==> src/rtl/bcd_pkg.sv <==
// Shared constants and types for the BCD-to-binary converter.
// Holds digit width, default sizes, validity and adjust thresholds.
package bcd_pkg;

   localparam int DIG_W    = 4;
   localparam int NDIG_DEF = 3;
   localparam int BW_DEF   = 10;

   localparam logic [DIG_W-1:0] DIG_MAX  = 4'd9;
   localparam logic [DIG_W-1:0] ADJ_TH   = 4'd8;
   localparam logic [DIG_W-1:0] ADJ_CORR = 4'd3;

   typedef enum logic {
      S_IDLE  = 1'b0,
      S_SHIFT = 1'b1
   } state_t;

   function automatic logic digit_bad(
      input logic [DIG_W-1:0] d
   );
      return d > DIG_MAX;
   endfunction

endpackage

==> src/rtl/bcd_digit_sub3.sv <==
// One BCD digit adjust for reverse double-dabble.
// Ports: d_i digit after shift, q_o digit minus 3 when d_i >= 8.
module bcd_digit_sub3
   import bcd_pkg::*;
(
   input  logic [DIG_W-1:0] d_i,
   output logic [DIG_W-1:0] q_o
);

   // A shifted digit is >=8 only when a 1 came in from the
   // digit above, so subtracting 3 never wraps below zero.
   assign q_o = (d_i >= ADJ_TH) ? (d_i - ADJ_CORR) : d_i;

endmodule

==> src/rtl/bcd2bin.sv <==
// Sequential packed-BCD to binary converter (reverse double-dabble).
// Ports: clk, rst (sync, high), start, bcd_in -> busy, done, bin_out, err.
module bcd2bin
   import bcd_pkg::*;
#(
   parameter int NDIG = NDIG_DEF,
   parameter int BW   = BW_DEF
)(
   input  logic                  clk,
   input  logic                  rst,
   input  logic                  start,
   input  logic [DIG_W*NDIG-1:0] bcd_in,
   output logic                  busy,
   output logic                  done,
   output logic [BW-1:0]         bin_out,
   output logic                  err
);

   localparam int BCD_W = DIG_W * NDIG;
   localparam int CAT_W = BCD_W + BW;
   localparam int CW    = $clog2(BW + 1);

   localparam logic [CW-1:0] CNT_LAST = CW'(BW - 1);
   localparam logic [CW-1:0] CNT_ONE  = CW'(1);

   state_t             state_q, state_d;
   logic [BCD_W-1:0]   bcd_q, bcd_d;
   logic [BW-1:0]      acc_q, acc_d;
   logic [CW-1:0]      cnt_q, cnt_d;
   logic [BW-1:0]      bin_q, bin_d;
   logic               err_q, err_d;
   logic               done_q, done_d;

   logic [CAT_W-1:0]   cat_shr;
   logic [BCD_W-1:0]   bcd_adj;
   logic [BW-1:0]      acc_shr;
   logic [NDIG-1:0]    dig_bad;
   logic               any_bad;

   // One step: LSB of the BCD field falls into the acc MSB.
   assign cat_shr = {bcd_q, acc_q} >> 1;
   assign acc_shr = cat_shr[BW-1:0];

   for (genvar g = 0; g < NDIG; g++) begin : g_dig
      bcd_digit_sub3 u_sub3 (
         .d_i (cat_shr[BW + g*DIG_W +: DIG_W]),
         .q_o (bcd_adj[g*DIG_W +: DIG_W])
      );
      assign dig_bad[g] = digit_bad(bcd_in[g*DIG_W +: DIG_W]);
   end

   assign any_bad = |dig_bad;

   always_comb begin
      state_d = state_q;
      bcd_d   = bcd_q;
      acc_d   = acc_q;
      cnt_d   = cnt_q;
      bin_d   = bin_q;
      err_d   = err_q;
      done_d  = 1'b0;
      unique case (state_q)
         S_IDLE: begin
            if (start) begin
               bcd_d = bcd_in;
               acc_d = '0;
               cnt_d = '0;
               if (any_bad) begin
                  bin_d  = '0;
                  err_d  = 1'b1;
                  done_d = 1'b1;
               end else begin
                  state_d = S_SHIFT;
               end
            end
         end
         S_SHIFT: begin
            bcd_d = bcd_adj;
            acc_d = acc_shr;
            cnt_d = cnt_q + CNT_ONE;
            if (cnt_q == CNT_LAST) begin
               // Result taken from the post-step acc so the
               // BW-th step lands on bin_out in the same edge.
               bin_d   = acc_shr;
               err_d   = 1'b0;
               done_d  = 1'b1;
               state_d = S_IDLE;
            end
         end
         default: begin
            state_d = S_IDLE;
         end
      endcase
   end

   always_ff @(posedge clk) begin
      if (rst) begin
         state_q <= S_IDLE;
         bcd_q   <= '0;
         acc_q   <= '0;
         cnt_q   <= '0;
         bin_q   <= '0;
         err_q   <= 1'b0;
         done_q  <= 1'b0;
      end else begin
         state_q <= state_d;
         bcd_q   <= bcd_d;
         acc_q   <= acc_d;
         cnt_q   <= cnt_d;
         bin_q   <= bin_d;
         err_q   <= err_d;
         done_q  <= done_d;
      end
   end

   assign busy    = (state_q == S_SHIFT);
   assign done    = done_q;
   assign bin_out = bin_q;
   assign err     = err_q;

endmodule
==> config.mk <==
export PLATFORM = sky130hd
export DESIGN_NAME = bcd2bin
export DESIGN_NICKNAME = d
export VERILOG_FILES = /design/src/rtl/bcd_pkg.sv /design/src/rtl/bcd_digit_sub3.sv /design/src/rtl/bcd2bin.sv
export SDC_FILE = /design/constraint.sdc
export NUM_CORES = 1
export LEC_CHECK = 0
export CAP_MARGIN = 20
export CORE_MARGIN = 3
export CORE_UTILIZATION = 35
export DETAILED_ROUTE_END_ITERATION = 12
export GPL_ROUTABILITY_DRIVEN = 0
export HOLD_SLACK_MARGIN = 0.05
export PLACE_DENSITY = 0.68
export SLEW_MARGIN = 15
export SYNTH_ARGS = -nofsm -noshare
export SYNTH_HDL_FRONTEND = slang
export SYNTH_HIERARCHICAL = 1
export SYNTH_SLANG_ARGS = --single-unit
==> constraint.sdc <==
create_clock -name clk -period 1.3 [get_ports clk]
set_input_delay 0.13 -clock clk [delete_from_list [all_inputs] [get_ports clk]]
set_output_delay 0.13 -clock clk [all_outputs]
set_load 0.05 [all_outputs]
======== Yosys cells after proc, flatten, opt, wreduce, memory -nomap -nowiden ========
Index checks and enable logic that the tools add are counted.
operators by class
  magnitude comparators ................... 6
  equality and inequality tests ........... 4
  bitwise operators ....................... 1
  mux-type cells .......................... 25
  reduce and logical (&&, ||, !) cells .... 2
  add/sub/neg operators ................... 4
operator list
  kind                                                                     number
  10-bit 2-to-1 mux                                                        4
  10-bit case mux with 2 select lines                                      2
  12-bit case mux with 2 select lines                                      1
  4-bit 2-to-1 mux                                                         4
  4-bit greater-than comparator, second input constant                     3
  12-bit 2-to-1 mux                                                        1
  1-bit 2-to-1 mux                                                         9
  4-bit >= comparator, second input constant                               2
  4-bit case mux with 2 select lines                                       1
  4-bit by 2-bit subtractor with 4-bit output, second input constant       2
  1-bit case mux with 2 select lines                                       3
  4-bit by 1-bit adder with 4-bit output, second input constant            1
  4-bit equality test, second input constant                               1
  3-bit by 4-bit >= comparator with 1-bit output, second input constant    1
  2-bit inequality test, second input constant                             2
  3-bit by 2-bit subtractor with 4-bit output, second input constant       1
  3-bit AND reduction                                                      1
  3-bit OR reduction                                                       1
  2-bit by 1-bit inequality test with 1-bit output, second input constant  1
  1-bit inverter                                                           1
word-level totals
  flip-flop bits (word level) ............. 39
  bits of input ports ..................... 15

======== Depth between registers and ports, before layout ========
  depth in word-level cells ............... 5
  depth in mapped cells ................... 6
  gate-level depth less buffers ........... 6

======== Modules after synthesis ========
The synthesis kept the hierarchy.
modules (own cells, without submodules)
  module          instances  sequential area each (um^2)  cells each  area each (um^2)
  bcd2bin         1          760.7                        165         1,657.8
  bcd_digit_sub3  3          0.0                          11          76.3

======== Worst setup path before layout ========
Ideal clock, no wire load.
  kind .................................... reg-to-reg
  start ................................... reg state_q, in the netlist busy
  end ..................................... reg bin_q[3], in the netlist bin_out[3]
  required time ........................... 1.166 ns
  slack ................................... -0.178 ns
  arrival ................................. 1.344 ns
  cell stages (with the launch flop) ...... 5
  cell sequence ........................... dfxtp_1 > nand4b_2 > buf_6 > mux2i_1 > nor3_1
between the ends
  longest elaborated chain between the ends .. 3
  elaborated cells between the ends (all ways) .. 6
ends and longest elaborated chain
  element                                 line            RTL
  start: declaration                      bcd2bin.sv:26   state_t state_q, state_d;
  start signal: assignment                bcd2bin.sv:106  state_q <= state_d;
  1-bit inverter                          -
  2-bit inequality test (no source line)  -
  3-bit AND reduction (no source line)    -
  end signal: assignment                  bcd2bin.sv:110  bin_q <= bin_d;
  end: declaration                        bcd2bin.sv:30   logic [BW-1:0] bin_q, bin_d;
Several ways; a longest one is shown, not always the timed one.
A chain may end at the register's enable or synchronous reset.

======== Final worst setup path ========
  start ................................... reg cnt_q[1]
  end ..................................... reg bin_q[1], in the netlist bin_out[1]
between the ends
  longest elaborated chain between the ends .. 3
ends and longest elaborated chain
  element                                                            line            RTL
  start: declaration                                                 bcd2bin.sv:29   logic [CW-1:0] cnt_q, cnt_d;
  start signal: assignment                                           bcd2bin.sv:109  cnt_q <= cnt_d;
  4-bit equality test                                                bcd2bin.sv:81   if (cnt_q == CNT_LAST) begin
  2-bit by 1-bit inequality test with 1-bit output (no source line)  -
  3-bit AND reduction (no source line)                               -
No other way between the ends.

==> Implementation_results.wiki <==
{| class="wikitable"
! Metric !! Value
|-
| Cell with the biggest individual delay on the critical path || dfxtp_2
|-
| Mux share of post-synthesis cell area || 19.4%
|-
| Wire length of the first global-routing pass || 6400 um
|-
| Critical setup path kind || register to register
|-
| Max clock buf depth || 2
|-
| TritonCTS clock tree || built
|-
| Startpoint Class || register
|-
| Sum of negative setup slack || 0 ns
|-
| FMAX || 827 MHz
|-
| Fin crit period || 1.21 ns
|-
| Number of antenna violations at the first check in global routing || 0
|-
| Simple-gate area share of the yosys netlist || 17.2%
|-
| Critical path cell sequence || inv_1, ha_1, nand4b_2, buf_12, mux2i_1, nor3_1
|-
| Number of design-rule violations left by the first detailed-router iteration || 46
|-
| WHS Path Cells || 2
|-
| Placed insts || 301
|-
| Power after layout || 2.86 mW
|-
| # H-tree levels || 2
|-
| Clock sink total || 38
|-
| Period Utilization, post-route || 93.0%
|-
| Port bufs || 27
|-
| Number of nets with antenna violations after detailed routing || 0
|-
| Nets || 261
|-
| Number of global-route vias before repair || 1423
|-
| Worst slack, placed || -0.180 ns
|-
| Share of the synthesized area in compound gates (AO/OA/AOI/OAI) || 8.69%
|-
| Crit path arrival time || 1.39 ns
|-
| Worst supply voltage drop on vdd || 0.425 mV
|-
| Post-detailed-route DRC marker count || 0
|-
| Class of the tightest hold or removal check || register to register
|-
| Area of the core || 0.00517 mm2
|-
| Top area cells in the synthesized netlist || dfxtp_1 (40%), mux2i_1 (12%), mux2_2 (6.0%)
|-
| Distinct cell type count of the synthesized netlist || 30
|-
| Total detailed-routing wirelength || 3690 um
|-
| Final Non-Filler Cells || 309
|-
| Share of synthesized cell area in full adder, half adder and majority cells || 5.31%
|-
| Library cell with the highest instance count after synthesis || dfxtp_1
|-
| Number of cells on the worst reg-to-reg path || 6
|-
| Final setup violating endpoints || 0
|-
| Number of warning messages in the yosys log || 6
|-
| Die height || 79.4 um
|-
| Power per cell area || 1110 mW/mm2
|-
| Maximum number of pins on one net before global-route repair || 19
|-
| Crit Path Max Fanout || 13
|-
| Routed WL per cell || 11.9 um
|-
| Diode count || 0
|-
| Worst Hold Margin || 0.511 ns
|-
| Number of rows created at floorplan || 26
|-
| Share of Yosys cell area claimed by the top area cell type || 40.3%
|-
| Floorplan die width || 79.4 um
|-
| Remaining Overflow, GRT || 0
|-
| Leakage || 1.09 nW
|-
| EDFF count, synth || 0
|-
| Initial Utilization || 36.5%
|-
| Asr flop ratio synth || 0%
|-
| Share of synthesized area occupied by flip-flops and latches || 40.3%
|-
| Dpl hpwl || 2690 um
|-
| Worst Clk Skew || 0.00566 ns
|-
| Hold violation total from the final report || 0
|-
| Avg Cell Area, Syn || 9.53 um2
|-
| Gate count of the mapped netlist || 198
|-
| First drt pass iteration count || 4
|-
| Clock Tree Root || clkbuf_8
|-
| Tot GR Track Use || 13.0%
|-
| Max-slew violation count || 0
|-
| RSZ-0062 raised after global routing || true
|-
| Number of register bits inferred by synthesis || 38
|-
| Category of the worst setup path capture point || register
|-
| Maximum Capacitance Violations || 0
|-
| Largest area contributor in the netlist || dfxtp_1
|-
| Run status || complete, no violations
|-
| WP data required || 1.48 ns
|-
| XOR/XNOR share of the synthesized area || 2.79%
|-
| Count of vias placed by the detailed router || 1457
|-
| IO Count || 28
|-
| Worst path setup slack after routing || 0.0906 ns
|-
| Maximum cell stage delay along the critical path || 0.33 ns
|-
| DR vias/cell || 4.72
|-
| TritonCTS buffer count || 5
|-
| Top post-synthesis cells by count || dfxtp_1 (38), nor2_1 (24), mux2i_1 (23)
|-
| Full die area || 0.00631 mm2
|-
| CTS clk-pin slew, worst paths || 0.07 ns
|-
| Fraction of final layout cells sized beyond drive strength 1 || 20.5%
|-
| Top FF cell, synth || dfxtp_1
|-
| Insertion delay to the later sink of the worst-skew pair || 0.29 ns
|-
| Largest family of logic cells by synthesized area || multiplexers
|-
| Post-Syn Area || 0.00189 mm2
|-
| Count of hold buffers inserted by post-cts repair || 0
|-
| Area Overhead vs Synth || 36.7%
|}
power breakdown:
| part | internal [mW] | total [mW] | switching [mW] |
|---|---|---|---|
| logic | 0.196 | 0.373 | 0.178 |
| clock network | 0.819 | 1.24 | 0.426 |
| registers | 1.20 | 1.24 | 0.0425 |
| total | 2.22 | 2.86 | 0.646 |
per-stage QoR:
stage / area, um2 / util, %
2_1_floorplan: 1900 / -
3_5_place_dp: 2430 / 47.1
6_report: 2580 / 49.9
3_3_place_gp: 2430 / 47.1
4_1_cts: 2580 / 49.8
5_1_grt: 2580 / 49.9
placed cells by master, fill, tap and decap left out, types with 8 or more instances in the layout:
cell	count
mux2i_1	23
clkdlybuf4s50_1	14
ha_1	8
dfxtp_1	36
mux2_2	10
nor3_1	12
inv_1	8
nor3b_1	9
buf_12	15
buf_4	12
a21oi_1	14
nor2_1	24
worst max-delay path: cells and delay by family (launching register included):
| family | cells | cell delay [ns] |
|---|---|---|
| fa+ha+maj | 1 | 0.19 |
| buf+inv | 2 | 0.21 |
| flops | 1 | 0.33 |
| mux | 1 | 0.19 |
| simple gates | 2 | 0.18 |
logic make-up after synthesis:
logic type,count (synthesis)
other cells,1
flops,38
fa+ha+maj,8
simple gates,62
compound gates,28
mux,35
buf+inv,20
xor+xnor,6
path summary, 6_finish.rpt:
kind	slack, ns	end	from
setup / recovery	0.09	bin_out[1]	cnt_q[1]
hold / removal	0.51	err	err
setup reg to reg	0.09	bin_out[1]	cnt_q[1]
hold reg to reg	0.51	err	err
flip-flops by register name, indices dropped and copies added, names as in the netlist:
name,cells
busy,1
err,1
acc_q,9
bcd_q,12
done,1
cnt_q,4
bin_out,10
metal layers:
metal	global-route usage (%)	routed length, um
met2	22.0	1800
met4	5.67	61
met1	14.8	1670
met5	0	0
met3	4.18	166
area by class of cell:
class	instances	area (um2)
Fill cell	475	2590
Multi-Input combinational cell	144	1020
Sequential cell	38	763
Timing Repair Buffer	41	531
Tap cell	70	87.6
Clock buffer	6	82.6
Clock inverter	2	60.1
Inverter	8	30.0
what timing repair did:
item	CTS	global route
resized for setup	0	1
setup endpoints to repair	0	1
buffers inserted	0	0
Power figures use the tool's default switching activity.
